[src/rtl/inst_fetch_reg.sv]
// Instruction fetch + instruction register: owns the PC, fetches one word at a
// time over a req/resp handshake and holds it until downstream accepts it.
module inst_fetch_reg #(
    parameter logic [31:0] RESET_PC = 32'h0000_0000,
    parameter logic [31:0] NOP_INST = 32'h0000_0013
) (
    input  logic        clk,
    input  logic        reset,
    output logic        mem_req_valid,
    input  logic        mem_req_ready,
    output logic [31:0] mem_req_addr,
    input  logic        mem_resp_valid,
    input  logic [31:0] mem_resp_data,
    output logic [31:0] inst_out,
    output logic        inst_valid,
    input  logic        inst_accept,
    input  logic        redirect_valid,
    input  logic [31:0] redirect_pc,
    input  logic        halt,
    output logic [31:0] pc_out,
    output logic        halted,
    output logic [31:0] inst_count
);

    typedef enum logic [1:0] {
        S_REQ,
        S_WAIT,
        S_HOLD,
        S_HALTED
    } state_t;

    state_t      state_q, state_d;
    logic [31:0] pc_q, pc_d;
    logic [31:0] inst_q, inst_d;
    logic [31:0] count_q, count_d;
    logic        take;
    logic        redirect_lo_unused;

    // Targets are word aligned; the low two bits are dropped.
    assign redirect_lo_unused = ^redirect_pc[1:0];
    assign take = (state_q == S_HOLD) && inst_accept;

    always_ff @(posedge clk) begin
        if (reset) begin
            state_q <= S_REQ;
        end else begin
            state_q <= state_d;
        end
    end

    always_comb begin
        state_d = state_q;
        unique case (state_q)
            S_REQ:    if (mem_req_ready) state_d = S_WAIT;
            S_WAIT:   if (mem_resp_valid) state_d = S_HOLD;
            S_HOLD:   if (inst_accept) state_d = halt ? S_HALTED : S_REQ;
            S_HALTED: state_d = S_HALTED;
        endcase
    end

    always_comb begin
        mem_req_valid = (state_q == S_REQ);
        inst_valid    = (state_q == S_HOLD);
        halted        = (state_q == S_HALTED);
        mem_req_addr  = pc_q;
        pc_out        = pc_q;
        inst_out      = inst_q;
        inst_count    = count_q;
    end

    always_comb begin
        pc_d    = pc_q;
        inst_d  = inst_q;
        count_d = count_q;
        if ((state_q == S_WAIT) && mem_resp_valid) begin
            inst_d = mem_resp_data;
        end
        if (take) begin
            count_d = count_q + 32'd1;
            if (!halt) begin
                pc_d = redirect_valid ? {redirect_pc[31:2], 2'b00}
                                      : pc_q + 32'd4;
            end
        end
    end

    always_ff @(posedge clk) begin
        if (reset) begin
            pc_q    <= RESET_PC;
            inst_q  <= NOP_INST;
            count_q <= 32'd0;
        end else begin
            pc_q    <= pc_d;
            inst_q  <= inst_d;
            count_q <= count_d;
        end
    end

endmodule

[config.mk]
export PLATFORM = sky130hd
export DESIGN_NAME = inst_fetch_reg
export DESIGN_NICKNAME = d
export VERILOG_FILES = /design/src/rtl/inst_fetch_reg.sv
export SDC_FILE = /design/constraint.sdc
export NUM_CORES = 1
export LEC_CHECK = 0
export CAP_MARGIN = 20
export CORE_AREA = 2 2 136 111
export DETAILED_ROUTE_END_ITERATION = 8
export DIE_AREA = 0 0 138 113
export MAX_ROUTING_LAYER = met4
export PLACE_DENSITY = 0.65
export REMOVE_ABC_BUFFERS = 1
export SLEW_MARGIN = 20
export SYNTH_ARGS = -nofsm -noshare
export SYNTH_HDL_FRONTEND = slang
export SYNTH_SLANG_ARGS = --single-unit
[constraint.sdc]
create_clock -name clk -period 3.2 [get_ports clk]
set_input_delay 0.64 -clock clk [delete_from_list [all_inputs] [get_ports clk]]
set_output_delay 0.64 -clock clk [all_outputs]
set_load 0.03 [all_outputs]
==> impl_metrics.tcl, run 1 <==
set metrics [dict create \
    status "complete, no violations" \
    cts_hold_buf 0 \
    placed_area_um2 6730 \
    grt_pass1_wl_um 22700 \
    timing.slew.headroom 0.573 \
    synth_area_um2 4900 \
    tns_ps 0 \
    rsz0062_at_grt "no" \
    viasPerCell 5.14 \
    synth_cell_types 50 \
    post-route-period-util 0.771 \
    layout_commonest_cell "clkdlybuf4s50_1" \
    setup_ws_ps 733 \
    end_kind "primary output" \
    power_leakage_nw 2.37 \
    setup_viol 0 \
    finalNetCount 849 \
    grt_max_degree 62 \
    hp-class "flip-flop to flip-flop" \
    power.internal_mw 2.02 \
    htree_levels 3 \
    finalPower_mw 2.69 \
    fillers 1333 \
    final_cells 965 \
    grt_usage 0.180 \
    worstSetupStartpointType "flip-flop" \
    cts_tree "done" \
    synthCells 631 \
    synth_top_area_cell "dfxtp_1" \
    dpl_worst_slack_ps 455 \
    cts_sinks 96 \
    p_comb_frac 0.133 \
    synthTopCellsByArea "dfxtp_1 39%, nand2_1 7.7%, a21oi_1 5.7%" \
    worstPathArrival_ps 1830 \
    path_clk_slew_ps 60 \
    root_buffer "clkbuf_16" \
    dp_hpwl_um 10200 \
    synth_top_cell_area_share 0.392 \
    cts_resized 0 \
    finalHoldViolations 0 \
    final_max_slew_viol_count 0 \
    ys_seq_area_frac 0.392 \
    grt_overflow 0 \
    die_h_um 113 \
    utilization 0.496 \
    worstPathRequired_ps 2560 \
    vias 4959 \
    cts_inserted_buffers 9 \
    firstDrtPassIters 4 \
    fin_crit_ps 2470 \
    ctsLongestPathBuffers 2 \
    drt-initial-drc-count 320 \
    core_um2 14200 \
    dpl.cell_count 949 \
    place.gp.congestion 0.824 \
    synth_ff_type "dfxtp_1" \
    yosys_warnings 0 \
    rows 39 \
    tightest_slew_ps 641 \
    layout_common_cells "193 x clkdlybuf4s50_1, 101 x nand2_1, 96 x dfxtp_1, 56 x a21oi_1, 54 x nor2_1" \
    clk_latency_ps 350 \
    p_seq_frac 0.464 \
    synth_edf_count 0 \
    ys_ff_latch 96 \
    holdWs_ps 455 \
    start_util 0.346 \
    async_flop_share 0 \
    fin_area_um2 7020 \
    grt_pass1_vias 4576 \
    syn_to_final_growth_pct 43.4 \
    route.detailed.drc 0 \
    critPathKind "flip-flop to primary output" \
    wl_per_cell_um 14.8 \
    io_buffer_count 195 \
    grt_antenna_before_repair 0 \
    p_sw_mw 0.671 \
    drv_cap 0 \
    io_pins 202 \
    max_freq_mhz 405 \
    skew_ps 8.65 \
    drive_gt1_frac 0.0423 \
    clkPwrFrac 0.403 \
    die_area_um2 15600 \
    die_w_um 138 \
    p_sw_frac 0.249 \
    vdd_drop_max_uv 293 \
    antenna_left 0 \
    cp_max_fo 8 \
    cts_setup_buffers 0 \
    power.density_nw_per_um2 383 \
    syn_avg_cell_area_um2 7.76 \
    diodes 0 \
    wirelength_um 14300 \
]
## cell type report
class,instances,area [um^2],area share
Clock buffer,12,246,0.0351
Sequential cell,96,1920,0.274
Inverter,10,37.5,0.00534
Clock inverter,4,51.3,0.00730
Tap cell,184,230,0.0328
Timing Repair Buffer,205,2020,0.287
Multi-Input combinational cell,454,2520,0.359
## path summary, 6_finish.rpt
path                      end             from  slack [ps]  cells past startpoint
min              inst_out[25]     inst_out[25]         450                      2
min reg2reg      inst_out[25]     inst_out[25]         450                      2
max reg2reg  mem_req_addr[28]  mem_req_addr[2]         910                      6
max                inst_valid       state_q[1]         730                      3
## critical path: stages, from the launching register on
cell and delay (ps):
dfxtp_1 480, inv_1 130, nor2_1 180, clkdlybuf4s50_1 700
## sequential cells by signal, indices dropped and copies added, names as in the netlist
register      cells
state_q           2
inst_out         32
inst_count       32
mem_req_addr     30
## Yosys cell counts (all sizes together) (15+ instances only)
| cell type | count |
|---|---|
| nor2 | 55 |
| nand3 | 28 |
| nor3 | 26 |
| xnor2 | 20 |
| dfxtp | 96 |
| a21oi | 56 |
| a31oi | 15 |
| clkbuf | 30 |
| nand2 | 101 |
| nand4 | 19 |
| buf | 44 |
| o21ai | 21 |
## power by group through the flow
stage	clock [mW]	sequential, mW	combinational, mW
global placement	0	1.27	0.353
global route	1.17	1.25	0.382
floorplan	0	1.33	0.0880
detailed placement	0	1.28	0.357
CTS	1.12	1.25	0.359
finish	1.08	1.25	0.357
## per-layer routing
layer / vias up / track usage / part of all wire
met5: - / - / 0
met4: 0 / 0.0456 / 0.011
met3: 13 / 0.0440 / 0.066
met2: 185 / 0.293 / 0.47
met1: 2304 / 0.226 / 0.46
li1: 2457 / - / -
## logic make-up (layout without fill, tap and decap cells)
group,Yosys count,after routing,synth area share
other,1,4,0.000765
and+or+nand+nor,287,287,0.285
xor gates and xnor gates,25,25,0.0447
adders and majority gates,2,2,0.00511
DFF,96,96,0.392
AOI/OAI and AO/OA,124,124,0.151
buffers and inverters,84,231,0.0963
muxes,12,12,0.0245
(Power assumes the default switching activity.)
==> run 2, diff against run 1 <==
==> constraint.sdc (replaced) <==
create_clock -name clk -period 2.31 [get_ports clk]
set_input_delay 0.462 -clock clk [delete_from_list [all_inputs] [get_ports clk]]
set_output_delay 0.462 -clock clk [all_outputs]
set_load 0.03 [all_outputs]
==> run 2 against run 1 <==
  * Non-clock buffer count is 9 higher
  * Via count is 1.9% higher
  * Critical path depth is 1 lower
  * Sequential cell count stayed put
  * Utilization is 0.59 points higher
  * Total power is 34% higher
  * Largest cell class unchanged
==> impl_metrics.tcl, run 2 (synthesis gave the netlist of run 1 again) <==
set metrics [dict create \
    status "complete, no violations" \
    layout_commonest_cell "clkdlybuf4s50_1" \
    max_freq_mhz 471 \
    clkPwrFrac 0.382 \
    ff2ff_setup_slack_ps 320 \
    firstDrtPassIters 4 \
    viasPerCell 5.19 \
    tightest_slew_ps 610 \
    post-route-period-util 0.920 \
    grt_antenna_before_repair 1 \
    path_clk_slew_ps 70 \
    finalNetCount 858 \
    grt_use_met1 0.234 \
    layout_common_cells "192 x clkdlybuf4s50_1, 101 x nand2_1, 96 x dfxtp_1, 56 x a21oi_1, 54 x nor2_1" \
    setup_viol 0 \
    wl_per_cell_um 14.9 \
    placed_area_um2 6830 \
    grt_usage 0.189 \
    finalPower_mw 3.61 \
    fin_crit_ps 2120 \
    wirelength_um 14500 \
    fin_area_um2 7110 \
    io_buffer_count 195 \
    p_sw_mw 0.954 \
    final_max_slew_viol_count 0 \
    timing.slew.headroom 0.590 \
    power.density_nw_per_um2 508 \
    ctsLongestPathBuffers 2 \
    use_met3 0.0508 \
    cts_tree "done" \
    die_w_um 138 \
    crit_end "halted" \
    cts_sinks 96 \
    skew_ps 6.16 \
    drv_cap 0 \
    p_comb_frac 0.140 \
    hp-class "flip-flop to flip-flop" \
    dpl.cell_count 958 \
    core_um2 14200 \
    cts_hold_buf 0 \
    clk_latency_ps 350 \
    root_buffer "clkbuf_16" \
    die_h_um 113 \
    htree_levels 3 \
    reg2reg_depth 7 \
    route.detailed.drc 0 \
    drt-initial-drc-count 311 \
    cp_max_fo 8 \
    worstPathArrival_ps 1660 \
    r2r-start "mem_req_addr[2]" \
    worstPathRequired_ps 1850 \
    grt_pass1_wl_um 23600 \
    grt_pass1_vias 4687 \
    syn_to_final_growth_pct 45.1 \
    rsz0062_at_grt "no" \
    crit_start "state_q[1]" \
    place.gp.congestion 0.827 \
    final_cells 974 \
    drive_gt1_frac 0.0545 \
    tns_ps 0 \
    vdd_drop_max_uv 397 \
    grt_overflow 0 \
    globalRoute.busiestLayer "met2" \
    cts_inserted_buffers 9 \
    p_sw_frac 0.264 \
    grt_max_degree 90 \
    end_kind "primary output" \
    io_pins 202 \
    r2r-end "mem_req_addr[28]" \
    die_area_um2 15600 \
    p_seq_frac 0.478 \
    start_util 0.346 \
    rows 39 \
    power.internal_mw 2.66 \
    dp_hpwl_um 10300 \
    finalHoldViolations 0 \
    critPathKind "flip-flop to primary output" \
    worstSetupStartpointType "flip-flop" \
    power_leakage_nw 2.43 \
    grt_util_met2 0.311 \
    antenna_left 0 \
    vias 5052 \
]
[run 2: changes by cell type in the layout (fill, tap and decap cells not counted), moves of 2 or more]
cell      before  now
buf_12         0    3
clkbuf_1       2    0
clkinv_4       0    2
buf_4         10   16
[run 2: worst min path at each step]
stage | start | cells after the start | slack (ps) | end
after floorplan | state_q[1] | 2 | 490 | state_q[1]
after global placement | inst_out[6] | 2 | 440 | inst_out[6]
after detailed placement | inst_out[14] | 2 | 450 | inst_out[14]
after CTS | inst_out[14] | 2 | 460 | inst_out[14]
after global routing | inst_out[10] | 2 | 480 | inst_out[10]
final | inst_out[11] | 2 | 460 | inst_out[11]
[run 2: worst max-delay path: stages (launching register included)]
cell and delay [ps]:
dfxtp_1 470, and2_1 180, clkdlybuf4s50_1 660
[run 2: layout make-up]
class	instances	area, um^2
Antenna cell	1	2.50
Clock buffer	9	225
Clock inverter	6	46.3
Fill cell	1331	7040
Inverter	10	37.5
Multi-Input combinational cell	454	2520
Sequential cell	96	1920
Tap cell	184	230
Timing Repair Buffer	214	2120
[run 2: layer usage]
layer  vias to the layer above  wire (um)
li1                       2477          -
met1                      2407       6640
met2                       153       6920
met3                        15        882
met4                         0        106
met5                         -          0
[run 2: repair_timing]
action / CTS / global route
endpoints found under the setup margin: 0 / 1
buffers inserted: 0 / 0
gates resized for setup: 0 / 1
[run 2: power groups by stage]
stage	Combinational [mW]	Sequential, mW	Clock [mW]
final	0.506	1.73	1.38
after global routing	0.542	1.73	1.51
after CTS	0.508	1.73	1.44
after detailed placement	0.507	1.76	0
after global placement	0.500	1.76	0
after floorplan	0.122	1.84	0
[run 2: metrics by stage]
stage	util	worst slack [ps]	hold slack [ps]
after floorplan	-	-546	493
final	0.502	185	456
after detailed placement	0.483	102	449
after global placement	0.483	150	442
after global routing	0.502	125	478
after CTS	0.502	17.8	458
==> run 3, diff against run 2 <==
--- a/config.mk
+++ b/config.mk
@@ -10,7 +10,7 @@
 export DETAILED_ROUTE_END_ITERATION = 8
 export DIE_AREA = 0 0 138 113
 export MAX_ROUTING_LAYER = met4
-export PLACE_DENSITY = 0.65
+export PLACE_DENSITY = 0.67
 export REMOVE_ABC_BUFFERS = 1
 export SLEW_MARGIN = 20
 export SYNTH_ARGS = -nofsm -noshare
==> run 3 against run 2 <==
  * Critical path depth stayed put
  * Final cell count shrank 0.51%
  * Clock skew rose by 3.3 ps
  * Clock power is 14% higher
  * Hold slack got worse by 1.1 ps
  * Global-route usage fell by 0.33 points
  * Die area is the same
==> impl_metrics.tcl, run 3 (synthesis gave the netlist of run 1 again) <==
set metrics [dict create \
    grt_pass1_wl_um 23300 \
    finalHoldViolations 0 \
    grt_max_degree 79 \
    htree_levels 3 \
    fin_crit_ps 2120 \
    multiInputGateArea_um2 2520 \
    syn_to_final_growth_pct 45.0 \
    wl_per_cell_um 15.0 \
    critPathKind "flip-flop to primary output" \
    worstPathRequired_ps 1850 \
    rows 39 \
    cts_setup_buffers 0 \
    diodes 0 \
    cts_tree "done" \
    drv_cap 0 \
    clk_latency_ps 340 \
    vias 5021 \
    utilization 0.502 \
    power_leakage_nw 2.42 \
    ctsLongestPathBuffers 2 \
    post-route-period-util 0.917 \
    cts_sinks 96 \
    timing.slew.headroom 0.607 \
    cts_inserted_buffers 9 \
    end_kind "primary output" \
    cp_slowest_cell "clkdlybuf4s50_1" \
    antenna_left 0 \
    tightest_slew_ps 584 \
    io_buffer_count 195 \
    seqCellArea_um2 1920 \
    grt_usage 0.185 \
    route.detailed.drc 0 \
    cpPeakStageDelay_ps 660 \
    core_um2 14200 \
    dp_hpwl_um 10400 \
    finalNetCount 854 \
    final_max_slew_viol_count 0 \
    drt-initial-drc-count 238 \
    worstPathArrival_ps 1660 \
    rsz0062_at_grt "no" \
    firstDrtPassIters 5 \
    viasPerCell 5.18 \
    skew_ps 9.50 \
    grt_antenna_before_repair 0 \
    status "complete, no violations" \
    power.density_nw_per_um2 537 \
    hp-class "flip-flop to flip-flop" \
    fillers 1341 \
    wirelength_um 14500 \
    cp_max_fo 8 \
    layout_common_cells "192 x clkdlybuf4s50_1, 101 x nand2_1, 96 x dfxtp_1, 56 x a21oi_1, 54 x nor2_1" \
    path_cells "and2_1 -> clkdlybuf4s50_1" \
    root_buffer "clkbuf_16" \
    start_util 0.346 \
    io_pins 202 \
    path_clk_slew_ps 70 \
    drive_gt1_frac 0.0484 \
    max_freq_mhz 472 \
    setup_viol 0 \
    grt_pass1_vias 4606 \
    layout_commonest_cell "clkdlybuf4s50_1" \
    die_w_um 138 \
    vdd_drop_max_uv 364 \
    die_area_um2 15600 \
    die_h_um 113 \
    place.gp.congestion 0.818 \
    worstSetupStartpointType "flip-flop" \
    finalPower_mw 3.81 \
    grt_overflow 0 \
]
[run 3: cell types whose count changed in the layout (fill, tap and decap cells not counted)]
cell	before	now
clkinv_4	2	0
buf_4	16	14
buf_12	3	2
buf_2	2	1
diode_2	1	0
bufinv_16	0	2
clkbuf_1	0	1
clkinvlp_4	2	1
[run 3: layout make-up]
| type | instances | share of cell area |
|---|---|---|
| tap | 184 | 0.0324 |
| clock buffer | 10 | 0.0322 |
| inverter | 10 | 0.00528 |
| timing repair buffer | 210 | 0.293 |
| multi-input combinational | 454 | 0.355 |
| clock inverter | 5 | 0.0114 |
| sequential | 96 | 0.271 |
[run 3: per-layer routing]
| metal | share of wire | wire, um | vias up | global-route usage |
|---|---|---|---|---|
| li1 | - | - | 2467 | - |
| met1 | 0.46 | 6680 | 2365 | 0.240 |
| met2 | 0.47 | 6770 | 171 | 0.297 |
| met3 | 0.059 | 859 | 18 | 0.0385 |
| met4 | 0.014 | 210 | 0 | 0.0490 |
| met5 | 0 | 0 | - | - |
[run 3: worst max-delay path: cells and delay by family (launching register included)]
family | cells | cell delay, ps
buffers and inverters | 1 | 660
DFF | 1 | 490
and+or+nand+nor | 1 | 170
[run 3: power by group]
| group | total [mW] | switching, mW | leakage (nW) | internal (mW) |
|---|---|---|---|---|
| Combinational | 0.502 | 0.267 | 1.50 | 0.235 |
| Clock | 1.58 | 0.637 | 0.149 | 0.946 |
| Sequential | 1.73 | 0.0358 | 0.776 | 1.69 |
| Total | 3.81 | 0.941 | 2.42 | 2.87 |
[run 3: worst paths after layout]
path / from / slack [ps] / cells after the start / end
setup / recovery: state_q[1] / 190 / 2 / halted
setup reg to reg: mem_req_addr[2] / 350 / 6 / mem_req_addr[28]
hold / removal: inst_out[3] / 460 / 2 / inst_out[3]
hold reg to reg: inst_out[3] / 460 / 2 / inst_out[3]
[run 3: what timing repair did]
action / CTS / global route
endpoints found under the setup margin: 0 / 1
gates resized for setup: 0 / 1
hold buffers: 0 / 0
[run 3: stage by stage]
step           instance area (um^2)  worst slack, ps  setup TNS, ps  cells  hold slack [ps]
3_3_place_gp                   6790              103              0    954              442
6_report                       7100              191              0    969              455
5_1_grt                        7100             93.1              0    969              472
3_5_place_dp                   6790             38.4              0    954              447
4_1_cts                        7100             3.58              0    969              455
2_1_floorplan                  4480             -546          -3220    560              493
